$ cat src/rtl/seq_add_sub_pkg.sv
// Shared definitions for the sequential chunked adder/subtractor:
// control FSM state encoding and default operand/chunk widths.
package seq_add_sub_pkg;

    typedef enum logic [1:0] {
        IDLE = 2'd0,
        RUN  = 2'd1,
        DONE = 2'd2
    } state_e;

    localparam int DEFAULT_WIDTH = 16;
    localparam int DEFAULT_CHUNK = 4;

endpackage : seq_add_sub_pkg

$ cat src/rtl/seq_add_sub_add_chunk.sv
// CHUNK-bit combinational full adder used once per RUN cycle by seq_add_sub.
// Besides the sum and carry out it reports the carry into the chunk MSB,
// which the top uses to form signed overflow on the last chunk.
module add_chunk
    import seq_add_sub_pkg::*;
#(
    parameter int CHUNK = DEFAULT_CHUNK
) (
    input  logic [CHUNK-1:0] a_i,
    input  logic [CHUNK-1:0] b_i,
    input  logic             ci_i,
    output logic [CHUNK-1:0] s_o,
    output logic             co_o,
    output logic             cmsb_o
);

    logic [CHUNK:0] full_s;

    // Add the chunk; the MSB carry-in is recovered from the MSB sum bit
    // (s = a ^ b ^ cin), which also holds for CHUNK == 1.
    always_comb begin
        full_s = {1'b0, a_i} + {1'b0, b_i} + {{CHUNK{1'b0}}, ci_i};
        s_o    = full_s[CHUNK-1:0];
        co_o   = full_s[CHUNK];
        cmsb_o = full_s[CHUNK-1] ^ a_i[CHUNK-1] ^ b_i[CHUNK-1];
    end

endmodule : add_chunk

$ cat src/rtl/seq_add_sub.sv
// Sequential add/subtract unit: processes CHUNK bits per clock, LSB first,
// reusing one add_chunk instance. Result appears WIDTH/CHUNK edges after
// the accepting edge and is held until the consumer takes it.
// Optional feature: define SEQ_ADD_SUB_SAT_EN to saturate the result on
// signed overflow (default build wraps modulo 2^WIDTH).
module seq_add_sub
    import seq_add_sub_pkg::*;
#(
    parameter int WIDTH = DEFAULT_WIDTH,
    parameter int CHUNK = DEFAULT_CHUNK
) (
    input  logic             clk,
    input  logic             rst,
    input  logic             in_valid,
    output logic             in_ready,
    input  logic [WIDTH-1:0] a,
    input  logic [WIDTH-1:0] b,
    input  logic             cin,
    input  logic             sub,
    output logic             out_valid,
    input  logic             out_ready,
    output logic [WIDTH-1:0] sum,
    output logic             c,
    output logic             v,
    output logic             z
);

    localparam int NCHUNK = WIDTH / CHUNK;
    localparam int IDXW   = (NCHUNK > 1) ? $clog2(NCHUNK) : 1;
    localparam logic [IDXW-1:0] LAST_IDX = IDXW'(NCHUNK - 1);

    generate
        if ((CHUNK < 1) || (WIDTH < CHUNK) || ((WIDTH % CHUNK) != 0)) begin : g_bad_cfg
            $error("seq_add_sub: WIDTH must be a positive multiple of CHUNK");
        end
    endgenerate

`ifdef SEQ_ADD_SUB_SAT_EN
    localparam logic [WIDTH-1:0] SAT_MIN = {1'b1, {(WIDTH-1){1'b0}}};
    localparam logic [WIDTH-1:0] SAT_MAX = {1'b0, {(WIDTH-1){1'b1}}};
    logic             a_msb_q;
`endif

    state_e           state_q;
    logic [WIDTH-1:0] a_q;
    logic [WIDTH-1:0] b_q;
    logic             carry_q;
    logic [IDXW-1:0]  idx_q;
    logic [WIDTH-1:0] sum_q;
    logic             c_q;
    logic             v_q;
    logic             z_q;

    logic [CHUNK-1:0]       ck_s;
    logic                   co_s;
    logic                   cmsb_s;
    logic [WIDTH+CHUNK-1:0] shift_s;
    logic [WIDTH-1:0]       sum_shift_d;
    logic [WIDTH-1:0]       sum_final_d;
    logic                   v_d;
    logic                   z_d;

    // Operands are shifted right each RUN cycle, so the active chunk is
    // always the low CHUNK bits.
    add_chunk #(
        .CHUNK (CHUNK)
    ) u_add_chunk (
        .a_i    (a_q[CHUNK-1:0]),
        .b_i    (b_q[CHUNK-1:0]),
        .ci_i   (carry_q),
        .s_o    (ck_s),
        .co_o   (co_s),
        .cmsb_o (cmsb_s)
    );

    // Shift the new chunk in at the top of the result; after the last chunk the word is aligned.
    always_comb begin
        shift_s     = {ck_s, sum_q};
        sum_shift_d = shift_s[WIDTH+CHUNK-1:CHUNK];
        v_d         = co_s ^ cmsb_s;
`ifdef SEQ_ADD_SUB_SAT_EN
        if (v_d) begin
            sum_final_d = a_msb_q ? SAT_MIN : SAT_MAX;
        end else begin
            sum_final_d = sum_shift_d;
        end
`else
        sum_final_d = sum_shift_d;
`endif
        z_d = (sum_final_d == {WIDTH{1'b0}});
    end

    // Control FSM and datapath registers; reset wins over any handshake.
    always_ff @(posedge clk) begin
        if (rst) begin
            state_q <= IDLE;
            a_q     <= {WIDTH{1'b0}};
            b_q     <= {WIDTH{1'b0}};
            carry_q <= 1'b0;
            idx_q   <= {IDXW{1'b0}};
            sum_q   <= {WIDTH{1'b0}};
            c_q     <= 1'b0;
            v_q     <= 1'b0;
            z_q     <= 1'b0;
`ifdef SEQ_ADD_SUB_SAT_EN
            a_msb_q <= 1'b0;
`endif
        end else begin
            case (state_q)
                IDLE: begin
                    if (in_valid) begin
                        // Subtraction is A + ~B + 1; cin only matters for add.
                        a_q     <= a;
                        b_q     <= b ^ {WIDTH{sub}};
                        carry_q <= sub ? 1'b1 : cin;
                        idx_q   <= {IDXW{1'b0}};
`ifdef SEQ_ADD_SUB_SAT_EN
                        a_msb_q <= a[WIDTH-1];
`endif
                        state_q <= RUN;
                    end
                end
                RUN: begin
                    a_q     <= a_q >> CHUNK;
                    b_q     <= b_q >> CHUNK;
                    carry_q <= co_s;
                    idx_q   <= idx_q + IDXW'(1);
                    if (idx_q == LAST_IDX) begin
                        sum_q   <= sum_final_d;
                        c_q     <= co_s;
                        v_q     <= v_d;
                        z_q     <= z_d;
                        state_q <= DONE;
                    end else begin
                        sum_q   <= sum_shift_d;
                    end
                end
                DONE: begin
                    if (out_ready) begin
                        state_q <= IDLE;
                    end
                end
                default: begin
                    state_q <= IDLE;
                end
            endcase
        end
    end

    assign in_ready  = (state_q == IDLE);
    assign out_valid = (state_q == DONE);
    assign sum       = sum_q;
    assign c         = c_q;
    assign v         = v_q;
    assign z         = z_q;

endmodule : seq_add_sub

$ cat config.mk
export PLATFORM = sky130hd
export DESIGN_NAME = seq_add_sub
export DESIGN_NICKNAME = d
export VERILOG_FILES = /design/src/rtl/seq_add_sub_pkg.sv /design/src/rtl/seq_add_sub_add_chunk.sv /design/src/rtl/seq_add_sub.sv
export SDC_FILE = /design/constraint.sdc
export NUM_CORES = 1
export LEC_CHECK = 0
export ABC_AREA = 1
export ABC_CLOCK_PERIOD_IN_PS = 1600
export CAP_MARGIN = 15
export CORE_ASPECT_RATIO = 1.5
export CORE_MARGIN = 5
export CORE_UTILIZATION = 45
export DETAILED_ROUTE_END_ITERATION = 16
export PLACE_DENSITY = 0.82
export REMOVE_ABC_BUFFERS = 1
export SLEW_MARGIN = 20
export SYNTH_ARGS = -nofsm -noshare
export SYNTH_HDL_FRONTEND = slang
export SYNTH_SLANG_ARGS = --single-unit
$ cat constraint.sdc
create_clock -name clk -period 1.6 [get_ports clk]
set_clock_uncertainty 0.1 [all_clocks]
set_input_delay 0.32 -clock clk [delete_from_list [all_inputs] [get_ports clk]]
set_output_delay 0.32 -clock clk [all_outputs]
set_load 0.02 [all_outputs]
# Word level (Yosys, flattened, before mapping)
# Index checks and enable logic that the tools add are counted.
op_classes:
  addsub: 3
  mul: 0
  div: 0
  n_lt_le_gt_ge: 0
  n_eq_ne: 6
  shifts: 0
  muxes: 13
  n_bitwise: 4
  n_reduce_logical: 6
ops:
  columns: ["operator", "n"]
  rows:
  - ["$pmux W16 S2", 2]
  - ["$mux W16", 2]
  - ["$logic_not A16 Y1", 1]
  - ["$xor A16 B16 Y16", 1]
  - ["$mux W2", 4]
  - ["$pmux W2 S3", 1]
  - ["$add A4 B4 Y5", 1]
  - ["$add A5 B1 Y5", 1]
  - ["$eq A2 B2 Y1 const B", 2]
  - ["$ne A2 B2 Y1 const B", 2]
  - ["$pmux W2 S2", 1]
  - ["$reduce_and A2 Y1", 2]
  - ["$reduce_and A3 Y1", 1]
  - ["$xor A1 B1 Y1", 3]
  - ["$add A2 B1 Y2 const B", 1]
  - ["$eq A2 B1 Y1 const B", 1]
  - ["$logic_not A2 Y1", 1]
  - ["$mux W1", 2]
  - ["$ne A2 B1 Y1 const B", 1]
  - ["$pmux W1 S2", 1]
  - ["$reduce_bool A2 Y1", 1]
totals:
  register_bits: 56
  latchBits: 0
  mem_bits_rw: 0
  rom_bits: 0
  in_bits: 38
  out_inout_bits: 21
  elab_cells: 41
  n_memories: 0

# Depth between registers and ports, before layout
depth:
  ltp_word: 5
  ltp_mapped: 12
  depth_no_buf: 12

# Modules after synthesis
# From an unflattened synthesis, not the netlist that was laid out.
hier_totals:
  cells_unflattened: 364
  area_unflattened_um2: 2626.3
by_module_without_submodules:
  columns: ["mod", "instances", "cells_each", "area_each_um2", "seq_area_each_um2"]
  rows:
  - ["seq_add_sub", 1, 333, 2426.1, 1121.1]
  - ["add_chunk", 1, 31, 200.2, 0.0]

# Worst setup path after synthesis
# No wires, ideal clock.
synth_timing:
  path_type: "flip-flop to flip-flop"
  startpoint: "register a_q[0]"
  endpoint: "register z_q, in the netlist z"
  setup_ns: 0.128
  arrival_ns: 1.538
  required_time_ns: 1.372
  setup_slack_ns: -0.166
  path_stages_with_launch: 10
  period_less_slack_ns: 1.766
  path_cell_list: "dfxtp_1 fa_1 inv_1 fa_1 nand3_1 nor2_1 nand3_1 nor2_1 nor2_1 nor2_1"
synth_between:
  elab_chain_cells: 3
synth_rtl:
  columns: ["item", "line", "rtl"]
  rows:
  - ["start: declaration", "seq_add_sub.sv:45", "logic [WIDTH-1:0] a_q;"]
  - ["start signal: assignment", "seq_add_sub.sv:97", "a_q <= {WIDTH{1'b0}};"]
  - ["start signal: assignment", "seq_add_sub.sv:124", "a_q <= a_q >> CHUNK;"]
  - ["$add A4 B4 Y5", "seq_add_sub_add_chunk.sv:22", "full_s = {1'b0, a_i} + {1'b0, b_i} + {{CHUNK{1'b0}}, ci_i};"]
  - ["$add A5 B1 Y5", "seq_add_sub_add_chunk.sv:22", null]
  - ["$logic_not A16 Y1", "seq_add_sub.sv:90", "z_d = (sum_final_d == {WIDTH{1'b0}});"]
  - ["end signal: assignment", "seq_add_sub.sv:132", "z_q <= z_d;"]
  - ["end: declaration", "seq_add_sub.sv:52", "logic z_q;"]
# Every way passes these cells.
# A chain may end at the register's enable or synchronous reset.

# Worst setup path after layout
layout_timing:
  startpoint: "register carry_q"
  endpoint: "register v_q, in the netlist v"
layout_between:
  elab_chain_cells: 4
layout_rtl:
  columns: ["item", "line", "rtl"]
  rows:
  - ["start: declaration", "seq_add_sub.sv:47", "logic carry_q;"]
  - ["start signal: assignment", "seq_add_sub.sv:115", "carry_q <= sub ? 1'b1 : cin;"]
  - ["start signal: assignment", "seq_add_sub.sv:126", "carry_q <= co_s;"]
  - ["$add A5 B1 Y5 *", "seq_add_sub_add_chunk.sv:22", null]
  - ["$xor A1 B1 Y1 (2 in a row)", "seq_add_sub_add_chunk.sv:25", "cmsb_o = full_s[CHUNK-1] ^ a_i[CHUNK-1] ^ b_i[CHUNK-1];"]
  - ["$xor A1 B1 Y1 *", "seq_add_sub.sv:80", "v_d = co_s ^ cmsb_s;"]
  - ["end signal: assignment", "seq_add_sub.sv:131", "v_q <= v_d;"]
  - ["end: declaration", "seq_add_sub.sv:51", "logic v_q;"]
# Every way passes the cells marked *; elsewhere a longest branch is shown, timed or not.

==> flow_summary.json <==
{
  "pwr-share-seq": 0.511,
  "clkTransAtPathRegs_ns": 0.09,
  "vias": 2493,
  "fin_crit_ns": 1.80,
  "cp-end-kind": "flop",
  "synth_top_family_by_area": "compound AO/OA/AOI/OAI gates",
  "cts_buffers": 5,
  "p_leak_nw": 1.50,
  "place_congestion": 0.751,
  "power_mw": 3.07,
  "route.detailed.drc": 0,
  "post-place-ws_ns": -0.236,
  "yosys.area_share.xor_xnor": 0.0137,
  "drt.antenna.violating_nets": 0,
  "coreArea_um2": 5490,
  "synth_fa_ha_area_frac": 0.0353,
  "p_sw_frac": 0.299,
  "clock_latency_ns": 0.31,
  "ys_seq_area_frac": 0.440,
  "grt_overflow": 0,
  "fin_crit_sh": 1.12,
  "synth_warnings": 0,
  "die_y_um": 102,
  "cts_buffer_depth": 2,
  "synth_compound_area_frac": 0.244,
  "ios": 59,
  "die_w_um": 71.4,
  "finish.utilization": 0.624,
  "cp_data_arrival_time_ns": 1.91,
  "crit_type": "reg2reg",
  "startpoint_type": "flop",
  "postSynthAreaPerCell_um2": 7.45,
  "fin_ws_ns": -0.198,
  "grt_usage": 0.170,
  "worstPathRequired_ns": 1.71,
  "layout_common_cells": "o21ai_0 (56), dfxtp_1 (53), a21oi_1 (44), nand2_1 (44), clkdlybuf4s50_1 (37)",
  "antenna_found_initial": 0,
  "wl_mm": 5.97,
  "synthesis.area_um2": 2550,
  "area_delta_synth_final_pct": 34.5,
  "portBuffers": 58,
  "hold_viol": 0,
  "slew-limit-headroom": 0.717,
  "final_max_slew_viol_count": 0,
  "drive_gt1_frac": 0.151,
  "root_buffer": "clkbuf_8",
  "hold_depth": 2,
  "nets": 454,
  "ys_ff_latch": 56,
  "die-area_um2": 7300,
  "syn_inst": 342,
  "drv_cap": 0,
  "synth-simple-area-share": 0.193,
  "fp-row-count": 33,
  "clock-sinks": 56,
  "final_common_cell": "o21ai_0",
  "power_density_nw_per_um2": 897,
  "cts_htree_levels": 2,
  "drt_iter0_drc": 136,
  "p_comb_frac": 0.241,
  "clock.fmax_mhz": 556,
  "crit_fanout": 3,
  "violations": "negative setup slack",
  "grt_max_degree": 46,
  "internal-power_mw": 2.16,
  "r2r_cells": 11,
  "cts_tree": "done",
  "ir_worst_vdd_mv": 0.678,
  "drt_first_pass_iters": 4,
  "setup_violations": 5,
  "grt_pass1_wl_mm": 9.94,
  "fin_area_um2": 3430,
  "hold_path.class": "reg2reg",
  "start_util": 0.464,
  "power_switching_mw": 0.919,
  "tightestPinTransition_ns": 0.425,
  "rsz0062_at_grt": "true",
  "pwr-share-clk": 0.248,
  "status": "finished with violations",
  "vias_per_cell": 5.18,
  "grt_pass1_vias": 2357,
  "ys_types": 24,
  "place_area_um2": 3310,
  "synth.area.mux_share": 0,
  "diodes": 0,
  "dp_hpwl_mm": 4.17,
  "route.detailed.wl_per_inst_um": 12.4
}
[Yosys cell counts]
cell,number,area share
o21ai_0,57,0.11
dfxtp_1,56,0.44
nand2_1,48,0.071
a21oi_1,44,0.086
nor2_1,30,0.044
inv_1,21,0.031
nand3_1,19,0.037
clkbuf_1,12,0.018
o22ai_1,12,0.029
or2_2,9,0.022
buf_2,6,0.012
ha_1,4,0.020
inv_2,4,0.0059
or2_1,4,0.0098
xor2_1,4,0.014
a31oi_1,3,0.0074
fa_1,2,0.016
a211oi_1,1,0.0029
a21oi_4,1,0.0064
buf_4,1,0.0029
buf_6,1,0.0044
nand4_1,1,0.0025
nor2_4,1,0.0044
nor3_1,1,0.0020
[cell type report]
cell class | count | area (µm²)
Tap cell | 70 | 87.6
Clock inverter | 3 | 18.8
Timing Repair Buffer | 81 | 752
Clock buffer | 5 | 68.8
Sequential cell | 56 | 1120
Multi-Input combinational cell | 241 | 1280
Fill cell | 520 | 2060
Inverter | 25 | 93.8
[registers in the layout (all words and copies together) (netlist names)]
| signal | count |
|---|---|
| a_q | 16 |
| b_q | 16 |
| sum | 16 |
| idx_q | 2 |
| state_q | 2 |
| c | 1 |
| carry_q | 1 |
| v | 1 |
| z | 1 |
[kinds of logic after synthesis]
logic type                 Yosys count
buffers and inverters               45
adders and majority gates            6
and+or+nand+nor                    113
xor gates and xnor gates             4
DFF                                 56
AOI/OAI and AO/OA                  118
[worst max-delay path, stage by stage (launching register included)]
cell and delay [ns]:
dfxtp_2 0.35, fa_2 0.22, inv_2 0.04, fa_2 0.37, inv_2 0.10, nand3_4 0.08
nand3_1 0.11, nand2_1 0.07, nand2_1 0.06, nand2_1 0.05, nor2_1 0.09, nor2_1 0.05
[power groups by stage]
stage          clock, mW  combinational [mW]  sequential (mW)
6_report           0.763               0.741             1.57
3_3_place_gp           0               0.708             1.60
2_1_floorplan          0               0.352             1.63
3_5_place_dp           0               0.721             1.60
5_1_grt            0.840               0.826             1.59
4_1_cts            0.777               0.706             1.57
[routing by layer]
layer	track usage	wire, µm	vias to the layer above	part of all wire
met2	0.319	3190	58	0.53
met3	0.0335	328	6	0.055
met5	0	0	-	0
met4	0.0767	106	0	0.018
met1	0.182	2350	1146	0.39
li1	-	-	1283	-
[metrics by stage]
stage	hold WS, ns	cells	setup TNS [ns]
4_1_cts	0.367	479	-0.453
3_3_place_gp	0.347	471	-2.31
5_1_grt	0.395	481	-1.51
6_report	0.362	481	-0.675
3_5_place_dp	0.353	471	-3.26
2_1_floorplan	0.289	322	-3.46
[path summary, 6_finish.rpt]
path                            slack (ns)  endpoint  startpoint
worst max-delay path                 -0.20         v     carry_q
worst min-delay path                  0.36   b_q[14]     b_q[14]
worst max register to register       -0.20         v     carry_q
worst min register to register        0.36   b_q[14]     b_q[14]
[what timing repair did]
action,CTS,global route
pin swaps,2,7
hold buffers,0,0
endpoints found under the setup margin,26,13
gates resized for setup,28,13
buffers inserted,0,2
(Power assumes the default switching activity.)
